===== src/rtl/ld_pkg.sv =====
// Shared types and defaults for the Lopez-Dahab doubling sequencer over GF(2^4).
package ld_pkg;
    localparam int GF_W = 4;
    localparam logic [GF_W:0]   DEF_POLY   = 5'b10011;
    localparam logic [GF_W-1:0] DEF_A_COEF = 4'h4;
    localparam logic [GF_W-1:0] DEF_B_COEF = 4'h1;

    typedef enum logic [3:0] {
        IDLE, S1, S2, S3, S4, S5, S6, S7, S8, S9, S10
    } state_t;
endpackage


===== src/rtl/gf16_mul.sv =====
// Combinational GF(2^4) multiplier: carry-less 4x4 product reduced modulo POLY.
module gf16_mul
    import ld_pkg::*;
#(
    parameter logic [GF_W:0] POLY = DEF_POLY
) (
    input  logic [GF_W-1:0] i_a,
    input  logic [GF_W-1:0] i_b,
    output logic [GF_W-1:0] o_p
);
    logic [2*GF_W-2:0] w_prod;

    always_comb begin
        w_prod = '0;
        for (int i = 0; i < GF_W; i++) begin
            if (i_b[i]) w_prod = w_prod ^ ({{(GF_W-1){1'b0}}, i_a} << i);
        end
        // Fold the high terms back down from the top bit so each step clears one bit.
        for (int k = 2*GF_W-2; k >= GF_W; k--) begin
            if (w_prod[k]) w_prod = w_prod ^ ({{(GF_W-2){1'b0}}, POLY} << (k-GF_W));
        end
        o_p = w_prod[GF_W-1:0];
    end
endmodule


===== src/rtl/ld_double_seq.sv =====
// Ten-step LD point doubler sharing one GF(2^4) multiplier.
// Optional macro LD_DOUBLE_INF_BYPASS_EN short-circuits z1=0 inputs to (1,0,0).
module ld_double_seq
    import ld_pkg::*;
#(
    parameter logic [GF_W-1:0] A_COEF = DEF_A_COEF,
    parameter logic [GF_W-1:0] B_COEF = DEF_B_COEF,
    parameter logic [GF_W:0]   POLY   = DEF_POLY
) (
    input  logic            clk,
    input  logic            rst,
    input  logic            start,
    input  logic [GF_W-1:0] x1,
    input  logic [GF_W-1:0] y1,
    input  logic [GF_W-1:0] z1,
    output logic            busy,
    output logic            done,
    output logic [GF_W-1:0] x2,
    output logic [GF_W-1:0] y2,
    output logic [GF_W-1:0] z2
);
    localparam logic [GF_W-1:0] ONE = {{(GF_W-1){1'b0}}, 1'b1};

    state_t          r_state, w_next;
    logic [GF_W-1:0] r_xl, r_yl, r_zl;
    logic [GF_W-1:0] r_t0, r_t1, r_t2, r_x, r_z;
    logic [GF_W-1:0] r_x2, r_y2, r_z2;
    logic            r_done;
    logic [GF_W-1:0] w_ma, w_mb, w_p;
    logic            w_inf;

`ifdef LD_DOUBLE_INF_BYPASS_EN
    assign w_inf = (z1 == '0);
`else
    assign w_inf = 1'b0;
`endif

    gf16_mul #(.POLY(POLY)) u_mul (
        .i_a (w_ma),
        .i_b (w_mb),
        .o_p (w_p)
    );

    always_ff @(posedge clk) begin
        if (rst) r_state <= IDLE;
        else     r_state <= w_next;
    end

    always_comb begin
        w_next = r_state;
        w_ma   = '0;
        w_mb   = '0;
        case (r_state)
            IDLE: if (start && !w_inf) w_next = S1;
            S1:  begin w_ma = r_xl;   w_mb = r_xl; w_next = S2;   end
            S2:  begin w_ma = r_zl;   w_mb = r_zl; w_next = S3;   end
            S3:  begin w_ma = r_t0;   w_mb = r_t1; w_next = S4;   end
            S4:  begin w_ma = r_t0;   w_mb = r_t0; w_next = S5;   end
            S5:  begin w_ma = r_t1;   w_mb = r_t1; w_next = S6;   end
            S6:  begin w_ma = B_COEF; w_mb = r_t1; w_next = S7;   end
            S7:  begin w_ma = r_yl;   w_mb = r_yl; w_next = S8;   end
            S8:  begin w_ma = A_COEF; w_mb = r_z;  w_next = S9;   end
            S9:  begin w_ma = r_x;    w_mb = r_t2; w_next = S10;  end
            S10: begin w_ma = r_t1;   w_mb = r_z;  w_next = IDLE; end
            default: w_next = IDLE;
        endcase
    end

    // Each step writes one product back, with its XOR terms folded in.
    always_ff @(posedge clk) begin
        if (rst) begin
            r_xl <= '0; r_yl <= '0; r_zl <= '0;
            r_t0 <= '0; r_t1 <= '0; r_t2 <= '0;
            r_x  <= '0; r_z  <= '0;
            r_x2 <= '0; r_y2 <= '0; r_z2 <= '0;
            r_done <= 1'b0;
        end else begin
            r_done <= 1'b0;
            case (r_state)
                IDLE: if (start) begin
                    r_xl <= x1;
                    r_yl <= y1;
                    r_zl <= z1;
                    if (w_inf) begin
                        r_x2   <= ONE;
                        r_y2   <= '0;
                        r_z2   <= '0;
                        r_done <= 1'b1;
                    end
                end
                S1:  r_t0 <= w_p;
                S2:  r_t1 <= w_p;
                S3:  r_z  <= w_p;
                S4:  r_t0 <= w_p;
                S5:  r_t1 <= w_p;
                S6:  begin r_t1 <= w_p; r_x <= r_t0 ^ w_p; end
                S7:  r_t2 <= w_p;
                S8:  r_t2 <= r_t2 ^ w_p ^ r_t1;
                S9:  r_t2 <= w_p;
                S10: begin
                    r_x2   <= r_x;
                    r_y2   <= r_t2 ^ w_p;
                    r_z2   <= r_z;
                    r_done <= 1'b1;
                end
                default: ;
            endcase
        end
    end

    assign busy = (r_state != IDLE);
    assign done = r_done;
    assign x2   = r_x2;
    assign y2   = r_y2;
    assign z2   = r_z2;
endmodule


===== config.mk =====
export PLATFORM = sky130hd
export DESIGN_NAME = ld_double_seq
export DESIGN_NICKNAME = d
export VERILOG_FILES = /design/src/rtl/ld_pkg.sv /design/src/rtl/gf16_mul.sv /design/src/rtl/ld_double_seq.sv
export SDC_FILE = /design/constraint.sdc
export NUM_CORES = 1
export LEC_CHECK = 0
export CAP_MARGIN = 20
export CORE_MARGIN = 2
export CORE_UTILIZATION = 57
export CTS_CLUSTER_DIAMETER = 60
export DETAILED_ROUTE_END_ITERATION = 10
export HOLD_SLACK_MARGIN = 0.02
export PLACE_DENSITY = 0.9
export SETUP_SLACK_MARGIN = 0.02
export SYNTH_ARGS = -nofsm -noshare
export SYNTH_HDL_FRONTEND = slang
export SYNTH_SLANG_ARGS = --single-unit

===== constraint.sdc =====
create_clock -name clk -period 3.2 [get_ports clk]
set_input_delay 0.8 -clock clk [delete_from_list [all_inputs] [get_ports clk]]
set_output_delay 0.8 -clock clk [all_outputs]
set_load 0.1 [all_outputs]

Word-level counts from Yosys, hierarchy flattened

Index checks and enable logic that the tools add are counted.

Memory bits (writable): 0
Logic and storage cells: 57
Memory bits (read-only): 0
Latch bits: 0
Bits in registers: 49
Memories: 0

Equal/unequal tests: 11
Add/sub/neg operators: 0
Multiply operators: 0
Div/mod/pow operators: 0
Reduce and logical (&&, ||, !) cells: 11
Magnitude comparators: 0
Multiplexer cells: 13
Bitwise operators: 9
Shift operators: 0

Operators with widths:

| cell                                                             | number |
|---|---|
| 4-bit case mux with 10 select lines                              | 1 |
| 4-bit case mux with 8 select lines                               | 1 |
| 4-bit case mux with 7 select lines                               | 1 |
| 7-bit 2-to-1 mux                                                 | 3 |
| 4-bit by 3-bit == test with 1-bit output (second input constant) | 4 |
| 4-bit == test (second input constant)                            | 3 |
| 4-bit 2-to-1 mux                                                 | 3 |
| 4-bit bitwise XOR                                                | 3 |
| 2-bit OR reduction                                               | 5 |
| 4-bit by 2-bit == test with 1-bit output (second input constant) | 2 |
| 4-bit case mux with 2 select lines                               | 1 |
| 7-bit by 5-bit bitwise XOR with 7-bit output                     | 1 |
| 7-bit by 6-bit bitwise XOR with 7-bit output                     | 1 |
| 7-bit bitwise XOR                                                | 1 |
| 2-bit NOT                                                        | 3 |
| 3-bit OR reduction                                               | 2 |
| 4-bit by 1-bit == test with 1-bit output (second input constant) | 1 |
| 4-bit zero test                                                  | 1 |
| 4-bit nonzero test                                               | 1 |
| 3-bit 2-to-1 mux                                                 | 1 |
| 2-bit 2-to-1 mux                                                 | 1 |
| 2-bit inequality test (second input constant)                    | 1 |
| 2-bit AND reduction                                              | 1 |
| 2-bit nonzero test                                               | 1 |
| 1-bit 2-to-1 mux                                                 | 1 |

Longest topological paths before layout

Word-level depth: 19
Gate-level depth with buffers: 12
Mapped depth without buffers: 9

Cells and area by module

Synthesis repeated with hierarchy kept, for this count alone.

Cell total of the unflattened synthesis: 344
Area, all modules: 2,831.5 µm²

Modules (own cells, without submodules):

| module        | area an instance (µm²) | times used | cells an instance |
|---|---|---|---|
| ld_double_seq | 2,568.7                | 1          | 306 |
| gf16_mul      | 262.8                  | 1          | 38 |

Worst setup path before layout

No wires, ideal clock.

Kind: register to register
Start: reg r_state[1]
End: reg r_t2[2]
Library setup time: 0.126 ns
Period minus slack after synthesis: 2.821 ns
Data required time: 3.074 ns
Path buffers: 2
Cell stages (with the launch flop): 12
Arrival: 2.695 ns
Slack: 0.379 ns
Cell sequence: dfxtp_1 > buf_2 > buf_2 > inv_1 > nor3_2 > a221o_1 > a2bb2oi_1 > xnor2_1 > xnor3_1 > mux2_1 > a21oi_1 > o21ai_1

Word-level cells in the longest chain between the ends: 17
Elaborated cells on any way between the ends: 32

RTL lines:

| element                                                                                         | RTL line            | text |
|---|---|---|
| from (decl)                                                                                     | ld_double_seq.sv:24 | `state_t r_state, w_next;` |
| from (signal assigned)                                                                          | ld_double_seq.sv:46 | `else r_state <= w_next;` |
| 4-bit by 2-bit == test with 1-bit output, or another cell as far along                          | ld_double_seq.sv:53 | `case (r_state)` |
| 3-bit OR reduction (no source line) / 2-bit OR reduction (equally long branches)                | -                   |  |
| 4-bit case mux with 7 select lines / 4-bit case mux with 8 select lines (equally long branches) | ld_double_seq.sv:53 |  |
| 4-bit 2-to-1 mux                                                                                | gf16_mul.sv:16      | `if (i_b[i]) w_prod = w_prod ^ ({{(GF_W-1){1'b0}}, i_a} << i);` |
| 7-bit by 5-bit bitwise XOR with 7-bit output                                                    | gf16_mul.sv:16      |  |
| 7-bit 2-to-1 mux                                                                                | gf16_mul.sv:16      |  |
| 7-bit by 6-bit bitwise XOR with 7-bit output                                                    | gf16_mul.sv:16      |  |
| 7-bit 2-to-1 mux                                                                                | gf16_mul.sv:16      |  |
| 7-bit bitwise XOR                                                                               | gf16_mul.sv:16      |  |
| 7-bit 2-to-1 mux                                                                                | gf16_mul.sv:16      |  |
| 2-bit NOT (no source line)                                                                      | -                   |  |
| 4-bit 2-to-1 mux                                                                                | gf16_mul.sv:20      | `if (w_prod[k]) w_prod = w_prod ^ ({{(GF_W-2){1'b0}}, POLY} << (k-GF_W));` |
| 2-bit NOT (no source line)                                                                      | -                   |  |
| 3-bit 2-to-1 mux                                                                                | gf16_mul.sv:20      |  |
| 4-bit bitwise XOR (2 in series)                                                                 | ld_double_seq.sv:98 | `S8: r_t2 <= r_t2 ^ w_p ^ r_t1;` |
| 4-bit case mux with 2 select lines                                                              | ld_double_seq.sv:79 | `case (r_state)` |
| to (signal assigned)                                                                            | ld_double_seq.sv:97 | `S7: r_t2 <= w_p;` |
| to (signal assigned)                                                                            | ld_double_seq.sv:98 |  |
| to (signal assigned)                                                                            | ld_double_seq.sv:99 | `S9: r_t2 <= w_p;` |
| to (decl)                                                                                       | ld_double_seq.sv:26 | `logic [GF_W-1:0] r_t0, r_t1, r_t2, r_x, r_z;` |

Parallel ways exist; a longest one is shown, timed or not.
A chain may end at the register's enable or synchronous reset.

Final worst setup path

Start: reg r_state[1]
End: reg r_t2[0]

Word-level cells in the longest chain between the ends: 17
Elaborated cells on any way between the ends: 32

RTL lines:

| element                                                                                         | RTL line |
|---|---|
| 4-bit by 2-bit == test with 1-bit output, or another cell as far along                          | ld_double_seq.sv:53 |
| 3-bit OR reduction (no source line) / 2-bit OR reduction (equally long branches)                | - |
| 4-bit case mux with 7 select lines / 4-bit case mux with 8 select lines (equally long branches) | ld_double_seq.sv:53 |
| 4-bit 2-to-1 mux                                                                                | gf16_mul.sv:16 |
| 7-bit by 5-bit bitwise XOR with 7-bit output                                                    | gf16_mul.sv:16 |
| 7-bit 2-to-1 mux                                                                                | gf16_mul.sv:16 |
| 7-bit by 6-bit bitwise XOR with 7-bit output                                                    | gf16_mul.sv:16 |
| 7-bit 2-to-1 mux                                                                                | gf16_mul.sv:16 |
| 7-bit bitwise XOR                                                                               | gf16_mul.sv:16 |
| 7-bit 2-to-1 mux                                                                                | gf16_mul.sv:16 |
| 4-bit 2-to-1 mux                                                                                | gf16_mul.sv:20 |
| 3-bit 2-to-1 mux                                                                                | gf16_mul.sv:20 |
| 2-bit NOT (no source line)                                                                      | - |
| 2-bit 2-to-1 mux                                                                                | gf16_mul.sv:20 |
| 4-bit bitwise XOR (2 in series)                                                                 | ld_double_seq.sv:98 |
| 4-bit case mux with 2 select lines                                                              | ld_double_seq.sv:79 |

Parallel ways exist; a longest one is shown, timed or not.

==> impl_metrics.json <==
{
  "place_congestion": 0.9843,
  "start_util": 0.5836,
  "route.vias.total": 2823,
  "synth.avg_cell_area_um2": 8.360,
  "status": "complete, no violations",
  "setup.worst_path.start_class": "register",
  "cts.sinks": 49,
  "clk_path_buf_depth": 2,
  "core_area_um2": 5042,
  "synthCells": 352,
  "swShare": 0.3160,
  "hold_path.class": "register to register",
  "cts_max_level": 2,
  "final_common_cell": "nand2_1",
  "clockPowerShare": 0.306,
  "max_freq_ghz": 0.3311,
  "synthesis.area_um2": 2943,
  "wl_per_cell_um": 16.23,
  "r2r_slack_ns": 0.18,
  "syn_to_final_growth_pct": 17.81,
  "tightest_slew_ns": 0.9940,
  "clk_latency_ns": 0.31,
  "fillers": 412,
  "io-pin-count": 29,
  "final_area_um2": 3467,
  "pwr-share-comb": 0.236,
  "setup_viol": 0,
  "worstSetupPathType": "register to register",
  "die_area_um2": 5753,
  "hold_buffers": 0,
  "finalHoldViolCount": 0,
  "cts_made_buffers": 5,
  "remaining_drc_errors": 0,
  "switchingPower_w": 0.0004747,
  "relSlewSlack": 0.3322,
  "mostFrequentLayoutCells": "57 x nand2_1, 47 x dfxtp_1, 38 x buf_4",
  "antenna_found_initial": 0,
  "seq_power_share": 0.459,
  "grt_pass1_vias": 2527,
  "internal_power_w": 0.001027,
  "drt_iter0_drc": 271,
  "syn-num-nets": 367,
  "max-cap-violations": 0,
  "cp_data_arrival_time_ns": 3.25,
  "p_per_area_nw_per_um2": 433.3,
  "rsz0062_at_grt": "yes",
  "grt_max_degree": 29,
  "num_antenna_cells": 0,
  "hold_path_depth": 2,
  "gr-usage-all-layers": 0.2715,
  "drive_above_1_share": 0.1722,
  "place_hpwl_um": 5295,
  "ant_nets": 0,
  "critPathMaxFanout": 26,
  "p_total_w": 0.001502,
  "worst_hold_slack_ns": 0.4567,
  "viasPerCell": 6.150,
  "grt_first_pass_wirelength_um": 12120,
  "port-buffer-count": 28,
  "multiInputGateArea_um2": 1832,
  "clockRootBuffer": "clkbuf_8",
  "worstPathRequired_ns": 3.43,
  "wl_um": 7451,
  "peakVddDrop_v": 0.0002762,
  "p_leak_nw": 1.295,
  "yosys_warnings": 0,
  "end_kind": "register",
  "place_area_um2": 3331,
  "async_reset_ff_frac": 0,
  "ys_ff_latch": 49,
  "placed_cells_incl_taps": 450,
  "fin_skew_ns": 0.007666,
  "ff2ff_path_depth": 11,
  "synth-edff-count": 0,
  "cp_cell_sequence": "buf_12, nor2b_2, a22oi_1, o211ai_1, o22ai_1, xor2_1, xnor2_2, buf_4, or3_1, o2111a_1, o221ai_1",
  "nets": 403,
  "fin_crit_ns": 3.020,
  "path_clk_slew_ns": 0.10,
  "drv_slew": 0,
  "synthFlopType": "dfxtp_1",
  "yosysSeqAreaShare": 0.3333,
  "row_count": 26,
  "place_ws_ns": 0.1771,
  "register_area_um2": 983.4,
  "setup_slack_ns": 0.1799,
  "final-instance-count-excl-fill": 459,
  "die_h_um": 75.85,
  "cts_tree": "yes",
  "r2r_start": "r_state[1]$_SDFFE_PP0P_",
  "dr.pass1.iters": 5,
  "hold_end": "r_zl[0]$_SDFFE_PP0P_",
  "synth_cell_type_count": 67,
  "critical-path-slowest-cell": "dfxtp_1",
  "grt_overflow": 0,
  "worstHoldStart": "r_zl[0]$_SDFFE_PP0P_",
  "fp.dieW_um": 75.85,
  "reg2reg_to": "r_t2[0]$_SDFFE_PP0P_",
  "max_stage_delay_ns": 0.45,
  "fin_crit_sh": 0.9438
}
==> Yosys cell counts, types with 5 or more instances <==
cell / n / area (µm²)
nand2_1: 57 / 214.0
dfxtp_1: 49 / 980.9
a21oi_1: 33 / 165.2
nor2_1: 22 / 82.58
xnor2_1: 13 / 113.9
clkbuf_1: 11 / 41.29
a211oi_1: 10 / 75.07
o21ai_0: 10 / 50.05
nand3_1: 8 / 40.04
buf_2: 7 / 35.03
nand2b_1: 7 / 43.79
nor3b_1: 7 / 52.55
and3_1: 5 / 31.28
mux2i_1: 5 / 50.05
nor4b_1: 5 / 43.79
o21ai_1: 5 / 25.02
xor2_1: 5 / 43.79
==> what timing repair did <==
action | in CTS | in global routing
resized for setup | 0 | 4
endpoints found under the setup margin | 0 | 14
setup buffers | 0 | 1
==> worst max-delay path: cells and delay by family (launching register included) <==
family / cells / cell delay (ns)
compound gates: 5 / 0.92
simple gates: 2 / 0.71
xor+xnor: 2 / 0.47
flops: 1 / 0.45
buf+inv: 2 / 0.39
==> kinds of logic after synthesis <==
group / Yosys count / share of synthesized area
buffers and inverters: 27 / 0.04889
XOR/XNOR: 24 / 0.09396
multiplexers: 7 / 0.02466
AO/OA/AOI/OAI: 100 / 0.2381
AND/OR/NAND/NOR: 145 / 0.2611
flip-flops: 49 / 0.3333
==> routing by layer <==
metal	up-vias	GRT usage	share of wire
met5	-	0	0
met4	0	0.08772	0.018
met3	15	0.05820	0.064
met2	105	0.4195	0.48
met1	1355	0.3777	0.44
li1	1348	-	-
==> state kept, by name (all words and copies together), names as in the netlist <==
signal,cells
z2,4
r_t2,4
y2,4
r_t0,4
r_t1,4
r_x,4
r_state,4
r_xl,4
r_zl,4
r_z,4
r_yl,4
done,1
x2,4
==> cell type report <==
| class | count | share of cell area |
|---|---|---|
| multi-input cells | 276 | 0.5283 |
| flip-flops and latches | 49 | 0.2837 |
| clock inverters | 3 | 0.01263 |
| well taps | 70 | 0.02526 |
| clock buffers | 5 | 0.01985 |
| inverters | 3 | 0.003248 |
| repair buffers | 53 | 0.1270 |
==> stage by stage <==
stage	setup TNS, ns	util
finish	0	0.6876
global route	-0.003184	0.6876
CTS	0	0.6829
detailed placement	0	0.6605
global placement	0	0.6605
floorplan	0	-
==> power groups by stage <==
stage / sequential (W) / clock [W] / combinational (W)
detailed placement: 0.000700 / 0 / 0.000342
global placement: 0.000698 / 0 / 0.000334
finish: 0.000689 / 0.000459 / 0.000354
floorplan: 0.000678 / 0 / 0.000259
global route: 0.000694 / 0.000483 / 0.000385
CTS: 0.000686 / 0.000465 / 0.000345
==> worst max path at each step <==
stage | from | endpoint | cells past startpoint
3_3_place_gp | r_state[2]$_SDFFE_PP0P_ | r_t2[2]$_SDFFE_PP0P_ | 10
5_1_grt | r_state[3]$_SDFFE_PP0P_ | r_t2[0]$_SDFFE_PP0P_ | 11
6_report | r_state[1]$_SDFFE_PP0P_ | r_t2[0]$_SDFFE_PP0P_ | 11
3_5_place_dp | r_state[2]$_SDFFE_PP0P_ | r_t2[2]$_SDFFE_PP0P_ | 10
2_1_floorplan | r_state[1]$_SDFFE_PP0P_ | r_t2[2]$_SDFFE_PP0P_ | 11
4_1_cts | r_state[1]$_SDFFE_PP0P_ | r_t2[0]$_SDFFE_PP0P_ | 11
Note: power is estimated with default switching activity, not from simulation.
